==> src/rtl/symbol_price_tracker.sv <==
// Per-symbol last/high/low price table fed by a market-data parser.
// Two-stage pipeline: register the input, then look up the symbol, update the slot and emit the update.
module symbol_price_tracker #(
    parameter int NUM_SLOTS = 4
) (
    input  logic        clk,
    input  logic        reset,
    input  logic [15:0] symbol,
    input  logic [15:0] price,
    input  logic        in_valid,
    input  logic        clear,
    output logic        upd_valid,
    output logic [3:0]  upd_slot,
    output logic [15:0] upd_symbol,
    output logic [15:0] upd_price,
    output logic [16:0] upd_delta,
    output logic        upd_new,
    output logic [15:0] upd_high,
    output logic [15:0] upd_low,
    output logic        table_full,
    output logic [15:0] drop_count
);

    logic                 s1_valid;
    logic [15:0]          s1_symbol;
    logic [15:0]          s1_price;

    logic [NUM_SLOTS-1:0] alloc;
    logic [15:0]          slot_symbol [NUM_SLOTS];
    logic [15:0]          slot_last   [NUM_SLOTS];
    logic [15:0]          slot_high   [NUM_SLOTS];
    logic [15:0]          slot_low    [NUM_SLOTS];

    logic                 hit;
    logic [3:0]           hit_idx;
    logic                 free_found;
    logic [3:0]           free_idx;
    logic [15:0]          sel_last;
    logic [15:0]          sel_high;
    logic [15:0]          sel_low;

    logic                 accept;
    logic                 drop;
    logic [3:0]           wr_idx;
    logic [15:0]          new_high;
    logic [15:0]          new_low;
    logic [16:0]          new_delta;

    // Descending scan so the last assignment wins: lowest-index hit and lowest-index free slot.
    // NOTE: every variable gets a default first, otherwise the partial assignments below infer latches.
    always_comb begin
        hit        = 1'b0;
        hit_idx    = '0;
        free_found = 1'b0;
        free_idx   = '0;
        sel_last   = '0;
        sel_high   = '0;
        sel_low    = '0;
        for (int i = NUM_SLOTS - 1; i >= 0; i--) begin
            if (alloc[i] && slot_symbol[i] == s1_symbol) begin
                hit      = 1'b1;
                hit_idx  = 4'(i);
                sel_last = slot_last[i];
                sel_high = slot_high[i];
                sel_low  = slot_low[i];
            end
            if (!alloc[i]) begin
                free_found = 1'b1;
                free_idx   = 4'(i);
            end
        end
    end

    assign accept     = s1_valid && (hit || free_found);
    assign drop       = s1_valid && !hit && !free_found;
    assign wr_idx     = hit ? hit_idx : free_idx;
    assign new_high   = (hit && sel_high > s1_price) ? sel_high : s1_price;
    assign new_low    = (hit && sel_low < s1_price) ? sel_low : s1_price;
    assign new_delta  = hit ? ({1'b0, s1_price} - {1'b0, sel_last}) : '0;
    assign table_full = &alloc;

    always_ff @(posedge clk or negedge reset) begin
        if (!reset) begin
            s1_valid   <= 1'b0;
            s1_symbol  <= '0;
            s1_price   <= '0;
            alloc      <= '0;
            drop_count <= '0;
            upd_valid  <= 1'b0;
            upd_slot   <= '0;
            upd_symbol <= '0;
            upd_price  <= '0;
            upd_delta  <= '0;
            upd_new    <= 1'b0;
            upd_high   <= '0;
            upd_low    <= '0;
        end else if (clear) begin
            // Whatever sits in stage 1 and whatever arrives this cycle are both discarded.
            s1_valid   <= 1'b0;
            alloc      <= '0;
            drop_count <= '0;
            upd_valid  <= 1'b0;
        end else begin
            s1_valid  <= in_valid;
            s1_symbol <= symbol;
            s1_price  <= price;
            upd_valid <= accept;
            if (accept) begin
                upd_slot   <= wr_idx;
                upd_symbol <= s1_symbol;
                upd_price  <= s1_price;
                upd_delta  <= new_delta;
                upd_new    <= !hit;
                upd_high   <= new_high;
                upd_low    <= new_low;
                for (int i = 0; i < NUM_SLOTS; i++) begin
                    if (!hit && wr_idx == 4'(i)) alloc[i] <= 1'b1;
                end
            end
            if (drop && drop_count != 16'hFFFF) drop_count <= drop_count + 16'd1;
        end
    end

    // NOTE: slot contents are left unreset on purpose; a slot is only read once its alloc bit is set,
    // and the alloc bits are what reset and clear act on.
    always_ff @(posedge clk) begin
        if (accept && !clear) begin
            for (int i = 0; i < NUM_SLOTS; i++) begin
                if (wr_idx == 4'(i)) begin
                    slot_symbol[i] <= s1_symbol;
                    slot_last[i]   <= s1_price;
                    slot_high[i]   <= new_high;
                    slot_low[i]    <= new_low;
                end
            end
        end
    end

endmodule

==> config.mk <==
export PLATFORM = sky130hd
export DESIGN_NAME = symbol_price_tracker
export DESIGN_NICKNAME = d
export VERILOG_FILES = /design/src/rtl/symbol_price_tracker.sv
export SDC_FILE = /design/constraint.sdc
export NUM_CORES = 1
export LEC_CHECK = 0
export CORE_ASPECT_RATIO = 0.6
export CORE_MARGIN = 10
export CORE_UTILIZATION = 55
export DETAILED_ROUTE_END_ITERATION = 7
export GPL_TIMING_DRIVEN = 0
export PLACE_DENSITY = 0.81
export SLEW_MARGIN = 20
export SYNTH_ARGS = -nofsm -noshare
export SYNTH_HDL_FRONTEND = slang
export SYNTH_SLANG_ARGS = --single-unit
==> constraint.sdc <==
create_clock -name clk -period 9 [get_ports clk]
set_clock_uncertainty 0.2 [all_clocks]
set_input_delay 0.9 -clock clk [delete_from_list [all_inputs] [get_ports clk]]
set_output_delay 0.9 -clock clk [all_outputs]
set_load 0.02 [all_outputs]
Word level (Yosys, flattened, before mapping)
Memories as Yosys holds them, arrays and structs flattened.
Cells that the tools add are included.
{"block": "word_totals", "register_bits": 140, "mem_bits_rw": 256, "input_bits": 36, "output_inout_bits": 104, "elab_cells": 167, "mem_count": 4}
{"block": "op_classes", "n_addsub": 2, "n_lt_le_gt_ge": 2, "eq_ne": 8, "mux": 90, "n_bitwise": 1, "n_reduce_logical": 44}
{"memory": "slot_high", "words": 4, "word_bits": 16, "read_ports": 4, "rd_ports_with_merged_regs": 0, "wr": 1, "line": "31", "rtl": "logic [15:0] slot_high [NUM_SLOTS];"}
{"memory": "slot_last", "words": 4, "word_bits": 16, "read_ports": 4, "rd_ports_with_merged_regs": 0, "wr": 1, "line": "30", "rtl": "logic [15:0] slot_last [NUM_SLOTS];"}
{"memory": "slot_low", "words": 4, "word_bits": 16, "read_ports": 4, "rd_ports_with_merged_regs": 0, "wr": 1, "line": "32", "rtl": "logic [15:0] slot_low [NUM_SLOTS];"}
{"memory": "slot_symbol", "words": 4, "word_bits": 16, "read_ports": 4, "rd_ports_with_merged_regs": 0, "wr": 1, "line": "29", "rtl": "logic [15:0] slot_symbol [NUM_SLOTS];"}
{"cell": "16-bit two-way mux", "count": 28}
{"cell": "16-bit OR reduction", "count": 12}
{"cell": "16-bit equality test", "count": 4}
{"cell": "1-bit two-way mux", "count": 38}
{"cell": "4-bit two-way mux", "count": 9}
{"cell": "2-bit two-way mux", "count": 14}
{"cell": "17-bit two-way mux", "count": 1}
{"cell": "16-bit by 16-bit subtractor with 17-bit output", "count": 1}
{"cell": "16-bit by 1-bit adder with 16-bit output, second input constant", "count": 1}
{"cell": "16-bit > comparator", "count": 1}
{"cell": "16-bit less-than comparator", "count": 1}
{"cell": "16-bit inequality test, second input constant", "count": 1}
{"cell": "1-bit logical AND", "count": 15}
{"cell": "2-bit nonzero test", "count": 6}
{"cell": "2-bit AND reduction", "count": 5}
{"cell": "4-bit by 2-bit equality test with 1-bit output, second input constant", "count": 2}
{"cell": "4-bit by 1-bit equality test with 1-bit output, second input constant", "count": 1}
{"cell": "4-bit zero test", "count": 1}
{"cell": "4-bit AND reduction", "count": 1}
{"cell": "1-bit zero test", "count": 3}
{"cell": "1-bit logical OR", "count": 1}
{"cell": "1-bit NOT", "count": 1}

Longest topological paths before layout
An unclocked memory read counts as a cell.
{"block": "logic_depth", "word_depth": 16, "depth_mapped": 24, "ltp_nobuf": 20}

Worst setup path before layout
OpenSTA, ideal clock, no wires.
{"block": "synth_path", "path_type": "reg-to-reg", "from": "register s1_symbol[3]", "to": "memory slot_high[1][0], enable pin", "setup_time_ns": 0.486, "t_arrival_ns": 5.484, "required_time_ns": 8.314, "slack_ns": 2.830, "stages_incl_launch_ff": 13, "period_less_slack_ns": 6.170, "cell_sequence": "dfrtp_1 -> buf_4 -> xnor2_2 -> nand4_1 -> or4_1 -> or2_1 -> or4b_1 -> buf_4 -> nor3_2 -> or3b_1 -> buf_2 -> or3_4 -> nor2_1"}
{"block": "synth_between", "elab_chain_len": 15}
{"element": "from (decl)", "line": "25", "rtl": "logic [15:0] s1_symbol;"}
{"element": "from (signal assigned)", "line": "105", "rtl": "s1_symbol <= symbol;"}
{"element": "16-bit equality test", "line": "60", "rtl": "if (alloc[i] && slot_symbol[i] == s1_symbol) begin"}
{"element": "1-bit logical AND", "line": "60"}
{"element": "2-bit two-way mux or 1-bit two-way mux (tied branches)", "line": "60"}
{"element": "4-bit two-way mux or 1-bit two-way mux (tied branches) (3 in series)", "line": "60"}
{"element": "4-bit two-way mux or 1-bit logical OR (tied branches)", "line": "76, 74"}
{"element": "4-bit by 1-bit equality test with 1-bit output or 1-bit logical AND (tied branches)", "line": "129, 74"}
{"element": "1-bit two-way mux or 1-bit logical AND (tied branches)", "line": "129, 127"}
{"element": "1-bit two-way mux", "line": "127", "rtl": "if (accept && !clear) begin"}
{"element": "1-bit two-way mux (not written as such)", "line": "132", "rtl": "slot_high[i] <= new_high;"}
{"element": "16-bit OR reduction (no source line)"}
{"element": "2-bit two-way mux (no source line) or 1-bit two-way mux (tied branches) (3 in series)"}
{"element": "to (decl)", "line": "31"}
Parallel ways exist; a longest one is shown, timed or not.

Final worst setup path
{"block": "layout_path", "from": "register s1_symbol[6]", "to": "register upd_delta[14]"}
{"block": "layout_between", "elab_chain_len": 9}
{"element": "branches (longest 9 deep; another with 16-bit by 16-bit subtractor with 17-bit output)"}
{"element": "to (signal assigned)", "line": "112", "rtl": "upd_delta <= new_delta;"}
{"element": "to (decl)", "line": "16", "rtl": "output logic [16:0] upd_delta,"}
Parallel ways; which one is timed is not known.
A chain may end at the register's enable or synchronous reset.

==> summary.txt <==
Status
  – Status: finished, final reports clean

Global route
  – Initial antenna violation count: 0
  – Largest net degree at the start of global routing: 73
  – Global route overflow: 0
  – Number of global-route vias before repair: approximately 12000
  – Gr usage total: ~24%
  – Global-route wire length before repair: 74600 um

Setup path
  – Cells on worst reg2reg path: 24
  – RR Endpoint: upd_delta[14]$_DFFE_PN0P_
  – CP arrival: between 7 and 8 ns
  – Worst Setup Path Type: reg2reg
  – Register-to-register path setup slack: approximately 2.1 ns
  – Worst Path Required: between 9 and 10 ns
  – Reg-to-reg startpoint: s1_symbol[6]$_DFFE_PN0N_
  – Crit path max fanout: 10
  – CP Launch Type: flop
  – CP Capture Type: flop

Finish
  – Fillers: roughly 2200
  – Area taken by multi-input logic gates: 6170 um2
  – Final Cell Area: approximately 21000 um2
  – Register area: around 11000 um2
  – Most frequent cells in the layout: edfxtp_1, nand2_1, dfrtp_1
  – Ant diodes: 0
  – Final cell count without fillers: between 2000 and 2500
  – Most common cell after layout, fill and taps aside: edfxtp_1
  – Nets@finish: ~1700
  – Area grow syn2layout: 20.1%
  – Share of cells above drive strength 1: ~16%
  – Finished Core Util: ~68%

Placement
  – GPL Wtd Cong: between 0.9 and 1
  – Hpwl dp: approximately 36000 um
  – Placed cell area: 20000 um2
  – Setup Slack @ Placement: 2.38 ns
  – I/O Buffers: roughly 140
  – Placed insts: about 1900

Power
  – P_sw: 1.12 mW
  – Leak: around 8.0 nW
  – PD cells: around 210 nW/um2
  – Comb pwr share: a little over an eighth
  – Clock network power share: about two fifths
  – Maximum vdd drop: about 0.14 mV
  – Int Power: between 3 and 4 mW
  – Total Power: roughly 4.4 mW
  – Sequential Power Share: about half
  – Switch share: roughly 25%

STA
  – Unrepaired setup endpoints after global routing: false
  – Fmax: roughly 150 MHz
  – Min cycle time layout: just under 7 ns
  – Setup_tns: 0 ns
  – Final period util: between 70% and 80%
  – Final max-slew violation count: 0
  – Setup ws final: 2.15 ns
  – Slew at the pin with the worst max-slew slack: 0.939 ns
  – Setup violators final: 0
  – Hold WS: roughly 0.10 ns
  – Final hold viol count: 0
  – Slew HR: a little under two fifths

CTS
  – Post-CTS Repair Setup Buffers: 0
  – Root Driver: clkbuf_16
  – CTS max path bufs: 3
  – Htree depth: 2
  – CTS Hold Bufs: 0
  – TritonCTS sink count: slightly below 400
  – CTS tree: yes
  – CTS clk-pin slew, worst paths: around 0.070 ns
  – Post_cts resized: 0
  – Clock Latency Late Sink: 0.55 ns
  – CTS Buf Count: 37

Drt
  – Vias: between 10000 and 15000
  – Post-route ant nets: 0
  – Drt drc: 0
  – Vias per Instance: approximately 6.1
  – Routed wire per std cell: between 20 and 25 um
  – Wirelength, routed: 49500 um
  – DRT iter0 DRCs: around 1600
  – 1st-pass router iterations: 7

Yosys
  – Post-synth cell types: 67
  – Synthesized cell area: 17800 um2
  – Syn avg cell area: about 13 um2
  – Post-synthesis sequential area ratio: a little over three fifths
  – Ys flop type: edfxtp_1
  – EDFF count, synth: between 200 and 300
  – Yosys warns: 0
  – Mapped Cells: roughly 1400
  – Flip-flop and latch count after synthesis: 394
  – Post-synthesis async set-or-reset flop share: 35.0%

Floorplan
  – Total core area: 31500 um2
  – Initial Util: a little under three fifths
  – Io pins: 140
  – # rows: 50
  – Full die area: 40200 um2
  – Die width: 252 um
  – Die height: 159 um

Run
  – MaxCap Viol Count: 0

Min path
  – Worst Hold Class: in2async
flip-flops by register name (all words and copies together) (netlist names), 4 cells and up:
register and flops:
s1_symbol 16, upd_delta 17, upd_price 16, slot_high 64
upd_high 16, slot_low 64, slot_last 64, upd_symbol 16
upd_low 16, slot_symbol 64, alloc 4, s1_price 16
drop_count 16
cells in the mapped netlist (all sizes together), types with 10 or more instances:
cell type	instances	area, um2
a21o	12	90.1
a21oi	63	315
a221oi	15	131
a22oi	47	353
buf	44	285
clkbuf	38	143
dfrtp	138	3450
edfxtp	256	7690
ha	48	601
inv	25	96.4
mux2	112	1300
nand2	165	619
nand3	24	120
nand4	25	156
nor2	86	323
nor3	10	60.1
o21ai	96	480
o31ai	14	150
xnor2	63	604
xor2	28	245
routing by layer:
metal  vias to the layer above  track usage (%)  wire [um]
li1                       5432                -          -
met1                      6183             35.5      21300
met2                       680             34.8      21200
met3                        89             6.35       5910
met4                         0             6.53       1060
met5                         -                0          0
critical path, stage by stage, from the launching register on:
cell and delay (ns):
dfrtp_1 0.42, buf_2 0.20, xnor2_1 0.46, nand4_1 0.41, nor4_1 0.42, and3_1 0.22, clkbuf_1 0.18, buf_2 0.35
clkbuf_1 0.55, a22oi_1 0.20, nor2_1 0.15, a21oi_1 0.05, o21ai_0 0.23, ha_1 0.25, inv_1 0.07, fa_1 0.41
a21o_1 0.21, a21o_1 0.21, a21oi_1 0.22, o21ai_0 0.20, a41o_1 0.30, o41a_1 0.39, a31oi_1 0.22, xor2_1 0.16
o21ai_1 0.07
worst max path at each step:
| stage | from | to | slack [ns] | cells after the start |
|---|---|---|---|---|
| 2_1_floorplan | s1_symbol[3]$_DFFE_PN0N_ | slot_high[1][0]$_DFFE_PP_ | 2.83 | 12 |
| 3_3_place_gp | s1_symbol[6]$_DFFE_PN0N_ | slot_low[2][4]$_DFFE_PP_ | 0.07 | 15 |
| 3_5_place_dp | s1_symbol[9]$_DFFE_PN0N_ | upd_delta[14]$_DFFE_PN0P_ | 2.38 | 23 |
| 4_1_cts | s1_symbol[6]$_DFFE_PN0N_ | upd_delta[14]$_DFFE_PN0P_ | 2.37 | 24 |
| 5_1_grt | s1_symbol[6]$_DFFE_PN0N_ | upd_delta[14]$_DFFE_PN0P_ | 1.74 | 24 |
| 6_report | s1_symbol[6]$_DFFE_PN0N_ | upd_delta[14]$_DFFE_PN0P_ | 2.15 | 24 |
cells by family after synthesis:
family,Yosys count,share of synthesized area [%]
AOI/OAI and AO/OA,269,9.62
other,1,0.0211
adders and majority gates,49,3.49
buffers and inverters,107,2.95
DFF,394,62.6
and+or+nand+nor,354,9.08
xor gates and xnor gates,91,4.77
muxes,115,7.47
cell type report:
type                    instances  share of cell area, %
clock inverters                19                   1.15
well taps                     416                   2.44
multi-input cells             880                   28.9
flip-flops and latches        394                   52.1
repair buffers                149                   7.90
inverters                      25                  0.451
plain buffers                  82                   2.00
clock buffers                  49                   5.07
power groups by stage:
stage          clock (mW)  sequential [mW]  combinational [mW]
2_1_floorplan           0             2.22               0.234
3_3_place_gp            0             2.17               0.550
4_1_cts              1.72             2.14               0.577
3_5_place_dp            0             2.18               0.571
6_report             1.71             2.14               0.575
5_1_grt              1.79             2.15               0.614
(Power assumes the default switching activity.)
